[config.mk]
export PLATFORM = sky130hd
export DESIGN_NAME = uart_receiver_os_flat
export DESIGN_NICKNAME = d
export VERILOG_FILES = /design/src/rtl/uart_receiver_os_if.sv /design/src/rtl/uart_receiver_os.sv /design/src/flat_wrapper.sv
export SDC_FILE = /design/constraint.sdc
export NUM_CORES = 1
export LEC_CHECK = 0
export CAP_MARGIN = 10
export CORE_ASPECT_RATIO = 0.6
export CORE_MARGIN = 4
export CORE_UTILIZATION = 45
export CTS_CLUSTER_DIAMETER = 80
export DETAILED_ROUTE_END_ITERATION = 10
export SYNTH_ARGS = -nofsm -noshare
export SYNTH_HDL_FRONTEND = slang
export SYNTH_SLANG_ARGS = --single-unit
[constraint.sdc]
create_clock -name clk -period 5.4 [get_ports clk]
set_input_delay 1.08 -clock clk [delete_from_list [all_inputs] [get_ports clk]]
set_output_delay 1.08 -clock clk [all_outputs]
set_load 0.05 [all_outputs]
[src/rtl/uart_receiver_os_if.sv]
// Serial-side and host-side signal bundle for the oversampling UART receiver.
// The receiver takes the master modport; the host/line side takes the slave modport.
interface uart_receiver_os_if #(
    parameter int unsigned DATA_BITS = 8
);
    logic                 sample_tick;
    logic                 sin;
    logic [1:0]           parity_mode;
    logic                 busy;
    logic                 rx_data_valid;
    logic [DATA_BITS-1:0] rx_data;
    logic                 parity_error;
    logic                 frame_error;

    modport master (
        input  sample_tick, sin, parity_mode,
        output busy, rx_data_valid, rx_data, parity_error, frame_error
    );

    modport slave (
        output sample_tick, sin, parity_mode,
        input  busy, rx_data_valid, rx_data, parity_error, frame_error
    );
endinterface

[src/rtl/uart_receiver_os.sv]
// Oversampling UART receiver: 2-flop input synchroniser, 3-sample majority vote per bit,
// runtime parity mode latched per frame, 1/2 stop bits, false-start rejection and break hold.
module uart_receiver_os #(
    parameter int unsigned DATA_BITS  = 8,
    parameter int unsigned OVERSAMPLE = 16,
    parameter int unsigned STOP_BITS  = 1
) (
    input logic                clk,
    input logic                rst_n,
    uart_receiver_os_if.master bus
);
    localparam int unsigned TW = $clog2(OVERSAMPLE);
    localparam int unsigned BW = $clog2(DATA_BITS);

    localparam logic [TW-1:0] VOTE0    = TW'(OVERSAMPLE / 2 - 1);
    localparam logic [TW-1:0] VOTE1    = TW'(OVERSAMPLE / 2);
    localparam logic [TW-1:0] VOTE2    = TW'(OVERSAMPLE / 2 + 1);
    localparam logic [TW-1:0] TICK_END = TW'(OVERSAMPLE - 1);
    localparam logic [BW-1:0] DATA_END = BW'(DATA_BITS - 1);
    localparam logic [BW-1:0] STOP_END = BW'(STOP_BITS - 1);

    typedef enum logic [2:0] {StIdle, StStart, StData, StParity, StStop, StBreak} state_e;

    state_e               state;
    logic                 sin_meta, sin_s, sin_prev;
    logic [TW-1:0]        tick_cnt;
    logic [BW-1:0]        bit_cnt;
    logic                 samp_a, samp_b;
    logic [1:0]           mode_q;
    logic [DATA_BITS-1:0] shreg;
    logic                 par_bit, ferr_acc;
    logic                 busy_q, valid_q, perr_q, ferr_q;
    logic [DATA_BITS-1:0] data_q;

    logic vote, par_en, ferr_now;

    // Majority of the two stored samples and the live third sample.
    always_comb begin
        vote     = (samp_a & samp_b) | (samp_a & sin_s) | (samp_b & sin_s);
        par_en   = mode_q[0] ^ mode_q[1];
        ferr_now = ferr_acc | ~vote;
    end

    // Two-flop synchroniser for the asynchronous serial input.
    always_ff @(posedge clk or negedge rst_n) begin
        if (!rst_n) begin
            sin_meta <= 1'b1;
            sin_s    <= 1'b1;
        end else begin
            sin_meta <= bus.sin;
            sin_s    <= sin_meta;
        end
    end

    // Frame FSM with registered outputs; everything except the valid pulse moves on sample_tick.
    always_ff @(posedge clk or negedge rst_n) begin
        if (!rst_n) begin
            state    <= StIdle;
            sin_prev <= 1'b1;
            tick_cnt <= '0;
            bit_cnt  <= '0;
            samp_a   <= 1'b1;
            samp_b   <= 1'b1;
            mode_q   <= 2'b00;
            shreg    <= '0;
            par_bit  <= 1'b0;
            ferr_acc <= 1'b0;
            busy_q   <= 1'b0;
            valid_q  <= 1'b0;
            data_q   <= '0;
            perr_q   <= 1'b0;
            ferr_q   <= 1'b0;
        end else begin
            valid_q <= 1'b0;
            if (bus.sample_tick) begin
                // Start needs a high-to-low edge, so a line left low never re-triggers.
                sin_prev <= sin_s;
                if (state != StIdle && state != StBreak) begin
                    tick_cnt <= (tick_cnt == TICK_END) ? '0 : tick_cnt + TW'(1);
                    if (tick_cnt == VOTE0) samp_a <= sin_s;
                    if (tick_cnt == VOTE1) samp_b <= sin_s;
                end
                unique case (state)
                    StIdle: begin
                        if (sin_prev && !sin_s) begin
                            state    <= StStart;
                            tick_cnt <= '0;
                            busy_q   <= 1'b1;
                            mode_q   <= bus.parity_mode;
                        end
                    end
                    StStart: begin
                        if (tick_cnt == VOTE2 && vote) begin
                            state  <= StIdle;
                            busy_q <= 1'b0;
                        end else if (tick_cnt == TICK_END) begin
                            state   <= StData;
                            bit_cnt <= '0;
                        end
                    end
                    StData: begin
                        if (tick_cnt == VOTE2) shreg <= {vote, shreg[DATA_BITS-1:1]};
                        if (tick_cnt == TICK_END) begin
                            if (bit_cnt == DATA_END) begin
                                state    <= par_en ? StParity : StStop;
                                bit_cnt  <= '0;
                                ferr_acc <= 1'b0;
                            end else begin
                                bit_cnt <= bit_cnt + BW'(1);
                            end
                        end
                    end
                    StParity: begin
                        if (tick_cnt == VOTE2) par_bit <= vote;
                        if (tick_cnt == TICK_END) state <= StStop;
                    end
                    StStop: begin
                        if (tick_cnt == VOTE2) begin
                            ferr_acc <= ferr_now;
                            // Leave at the last stop vote so a back-to-back start is caught early.
                            if (bit_cnt == STOP_END) begin
                                valid_q <= 1'b1;
                                data_q  <= shreg;
                                perr_q  <= par_en & (^shreg ^ par_bit ^ mode_q[1]);
                                ferr_q  <= ferr_now;
                                if (ferr_now && shreg == '0) begin
                                    state <= StBreak;
                                end else begin
                                    state  <= StIdle;
                                    busy_q <= 1'b0;
                                end
                            end
                        end else if (tick_cnt == TICK_END) begin
                            bit_cnt <= bit_cnt + BW'(1);
                        end
                    end
                    StBreak: begin
                        if (sin_s) begin
                            state  <= StIdle;
                            busy_q <= 1'b0;
                        end
                    end
                    default: state <= StIdle;
                endcase
            end
        end
    end

    assign bus.busy          = busy_q;
    assign bus.rx_data_valid = valid_q;
    assign bus.rx_data       = data_q;
    assign bus.parity_error  = perr_q;
    assign bus.frame_error   = ferr_q;
endmodule

[src/flat_wrapper.sv]
// flat-port wrapper written by rule: the top's interface ports become plain ports
module uart_receiver_os_flat 
#(
    parameter int unsigned DATA_BITS  = 8,
    parameter int unsigned OVERSAMPLE = 16,
    parameter int unsigned STOP_BITS  = 1
)
  (clk, rst_n, bus_sample_tick, bus_sin, bus_parity_mode, bus_busy, bus_rx_data_valid, bus_rx_data, bus_parity_error, bus_frame_error);
  uart_receiver_os_if #(.DATA_BITS(DATA_BITS)) bus_i ();
  input logic clk;
  input logic rst_n;
  input wire logic [$bits(bus_i.sample_tick)-1:0] bus_sample_tick;
  input wire logic [$bits(bus_i.sin)-1:0] bus_sin;
  input wire logic [$bits(bus_i.parity_mode)-1:0] bus_parity_mode;
  output wire logic [$bits(bus_i.busy)-1:0] bus_busy;
  output wire logic [$bits(bus_i.rx_data_valid)-1:0] bus_rx_data_valid;
  output wire logic [$bits(bus_i.rx_data)-1:0] bus_rx_data;
  output wire logic [$bits(bus_i.parity_error)-1:0] bus_parity_error;
  output wire logic [$bits(bus_i.frame_error)-1:0] bus_frame_error;
  assign bus_i.sample_tick = bus_sample_tick;
  assign bus_i.sin = bus_sin;
  assign bus_i.parity_mode = bus_parity_mode;
  assign bus_busy = bus_i.busy;
  assign bus_rx_data_valid = bus_i.rx_data_valid;
  assign bus_rx_data = bus_i.rx_data;
  assign bus_parity_error = bus_i.parity_error;
  assign bus_frame_error = bus_i.frame_error;
  uart_receiver_os #(.DATA_BITS(DATA_BITS), .OVERSAMPLE(OVERSAMPLE), .STOP_BITS(STOP_BITS)) u_core (.clk(clk), .rst_n(rst_n), .bus(bus_i));
endmodule
==> metrics.yaml <==
areaGrowthSynthToFinish_pct: 13.58
die_x_um: 97.93
track_usage_pct: 17.52
clkLatencyLatePin_ps: 290
synth_seq_cells: 39
fill_cells: 416
power_per_cell_area_nw_per_um2: 505.9
drive_gt1_share_pct: 14.09
p_leak_nw: 1.165
cts_tree: "done"
post-cts-setup-buffers: 0
clockBufferDepth: 2
die_y_um: 61.96
routed_via_density: 5.643
start_kind: "primary input"
rows: 19
design.core.area_um2: 4636
seqPwrFrac_pct: 39.3
synth-edff-count: 0
syn_area_um2: 2183
ctsResizeCount: 0
syn-num-nets: 222
num_antenna_cells: 0
status: "finished, final reports clean"
drv_slew: 0
ir_drop_mv: 0.3404
crit_start: "bus_sample_tick"
grt_overflow: 0
critPathArrivalTime_ps: 3250
swShare_pct: 39.44
worst_pin_slew_ps: 869.9
crit_fanout: 15
portBuffers: 17
power_frac_clock_pct: 20.1
hold_viol_final: 0
cp-end-kind: "register"
reg2reg_depth: 3
place_congestion: 0.9118
root_buffer: "clkbuf_8"
final.min_clock_period_ps: 3069
tns_ps: 0
vias: 1597
worstHoldPathType: "reg2reg"
hold_path_depth: 0
rrSetupSlack_ps: 3040
p_sw_mw: 0.4948
remaining_drc_errors: 0
wl_um: 4750
finalCritPeriodShare_pct: 56.83
ctsHoldBuffers: 0
initial_core_util_pct: 47.10
wl_per_cell_um: 16.78
syn_area_per_cell_um2: 10.60
cts_buffers: 5
setup_viol: 0
crit_type: "in2reg"
nNetsFinal: 235
grt_pass1_wl_um: 8155
synth-async-reset-ratio_pct: 100.0
fp.dieArea_um2: 6067
path_clk_slew_ps: 70
htree_levels: 2
regToRegStartpoint: "u_core.state[0]"
maxCapViolations: 0
yosysUniqueCellTypes: 55
rsz0062_at_grt: "no"
yosys_warnings: 0
combinationalPowerShare_pct: 40.5
fmax_mhz: 325.9
internal_power_mw: 0.7597
num_io_pins: 18
drt_pass1_iterations: 4
dr.first_iter.drc_count: 129
worstPathRequired_ps: 5580
hold_end: "u_core.sin_s"
synth_ff_type: "dfrtp_1"
grt_pass1_vias: 1644
finalPower_mw: 1.254
syn_inst: 206
cts.sinks: 39
ys_seq_area_share_pct: 44.99
r2r-end: "u_core.bus.rx_data[7]"
skew_ps: 7.739
grt_max_degree: 40
min_from: "u_core.sin_meta"
hpwl_um: 3400
antenna_found_initial: 0
timing.slew.headroom_pct: 42.01
ant_nets: 0
[kinds of logic (layout without fill, tap and decap cells)]
kind of cell    Yosys count  after routing  synth area share (%)
compound gates           54             54                 16.96
xor+xnor                  8              8                 3.209
fa+ha+maj                11             11                 6.246
buf+inv                  31             45                 6.418
flops                    39             39                 44.99
mux                      16             16                 8.080
simple gates             47             47                 14.10
[worst max-delay path by stage]
| stage | cells after the start | endpoint |
|---|---|---|
| floorplan | 4 | u_core.bus.rx_data[1] |
| global placement | 4 | u_core.bus.rx_data[0] |
| detailed placement | 4 | u_core.bus.rx_data[7] |
| CTS | 4 | u_core.bus.rx_data[7] |
| global route | 4 | u_core.bus.rx_data[7] |
| finish | 4 | u_core.bus.rx_data[7] |
[state kept, by name, summed over array words and instances (netlist names)]
signal and cells:
u_core.bus.busy 1, u_core.ferr_acc 1, u_core.tick_cnt 4, u_core.bus.rx_data_valid 1, u_core.sin_prev 1, u_core.samp_a 1
u_core.state 3, u_core.samp_b 1, u_core.bus.frame_error 1, u_core.bit_cnt 3, u_core.mode_q 2, u_core.bus.parity_error 1
u_core.par_bit 1, u_core.shreg 8, u_core.sin_meta 1, u_core.bus.rx_data 8, u_core.sin_s 1
[final cells by class]
cell class / instances / area (um2) / area share [%]
Clock buffer: 6 / 82.58 / 3.330
Multi-Input combinational cell: 136 / 1061 / 42.79
Inverter: 20 / 75.07 / 3.027
Tap cell: 63 / 78.83 / 3.179
Timing Repair Buffer: 17 / 165.2 / 6.660
Clock inverter: 2 / 35.03 / 1.413
Sequential cell: 39 / 982.2 / 39.61
[cell usage in the layout (no fill, tap or decap), types with 3 or more instances in the layout]
cell type | netlist | layout
xnor2_1 | 5 | 5
clkdlybuf4s50_1 | 0 | 16
nand2_1 | 11 | 11
dfrtp_1 | 34 | 34
dfstp_2 | 5 | 5
a21oi_1 | 6 | 6
xor2_1 | 3 | 3
mux2_2 | 7 | 7
ha_1 | 10 | 10
a21o_1 | 4 | 4
a211oi_1 | 7 | 7
clkbuf_8 | 0 | 6
nand4_1 | 5 | 5
nor2b_1 | 4 | 4
nor2_1 | 5 | 5
mux2i_1 | 3 | 3
nor3_1 | 3 | 3
o21ai_0 | 17 | 17
mux2_1 | 6 | 6
nand2b_1 | 4 | 4
a211o_1 | 3 | 3
inv_1 | 20 | 20
[power groups by stage]
| stage | combinational (mW) | clock [mW] | sequential (mW) |
|---|---|---|---|
| 2_1_floorplan | 0.439 | 0 | 0.448 |
| 3_3_place_gp | 0.493 | 0 | 0.490 |
| 3_5_place_dp | 0.507 | 0 | 0.495 |
| 4_1_cts | 0.510 | 0.261 | 0.491 |
| 5_1_grt | 0.568 | 0.273 | 0.507 |
| 6_report | 0.508 | 0.253 | 0.493 |
[routing by layer]
metal,up-vias,GRT usage (%),part of all wire [%],routed length [um]
met5,-,0,0,0
met4,0,7.298,1.3,60
met3,7,3.567,7.4,350
met2,47,25.92,43,2056
met1,782,25.38,48,2284
li1,761,-,-,-
[cell usage after synthesis, types with 2 or more instances]
master / instances / area [um2]
nand2_1: 11 / 41.29
nor2_1: 5 / 18.77
buf_2: 3 / 15.01
clkbuf_1: 3 / 11.26
a211oi_1: 7 / 52.55
buf_4: 3 / 22.52
o211a_1: 2 / 20.02
mux2i_1: 3 / 30.03
a21oi_1: 6 / 30.03
nand4_1: 5 / 31.28
a211o_1: 3 / 26.28
nor3b_1: 2 / 15.01
xnor2_1: 5 / 43.79
xor2_1: 3 / 26.28
mux2_2: 7 / 78.83
ha_1: 10 / 125.1
a21o_1: 4 / 30.03
mux2_1: 6 / 67.56
o21ai_0: 17 / 85.08
nand2b_1: 4 / 25.02
o31ai_1: 2 / 15.01
dfrtp_1: 34 / 850.8
nor2b_1: 4 / 25.02
inv_1: 20 / 75.07
dfstp_2: 5 / 131.4
nor3_1: 3 / 15.01
[per-stage QoR]
stage               hold WS, ps  instances  worst slack, ps  utilization, %  instance area (um2)
detailed placement        346.8        275             2001           50.96                 2362
global route              366.5        283             2133           53.50                 2480
global placement          345.5        275             2091           50.96                 2362
finish                    356.6        283             2331           53.50                 2480
floorplan                 345.2        206             3276               -                 2183
CTS                       358.3        283             2313           53.50                 2480
[critical path, stage by stage]
cell and delay [ps]:
clkdlybuf4s50_1 840, nand4b_4 190, nor4_4 720, mux2_2 410
(Power assumes the default switching activity.)
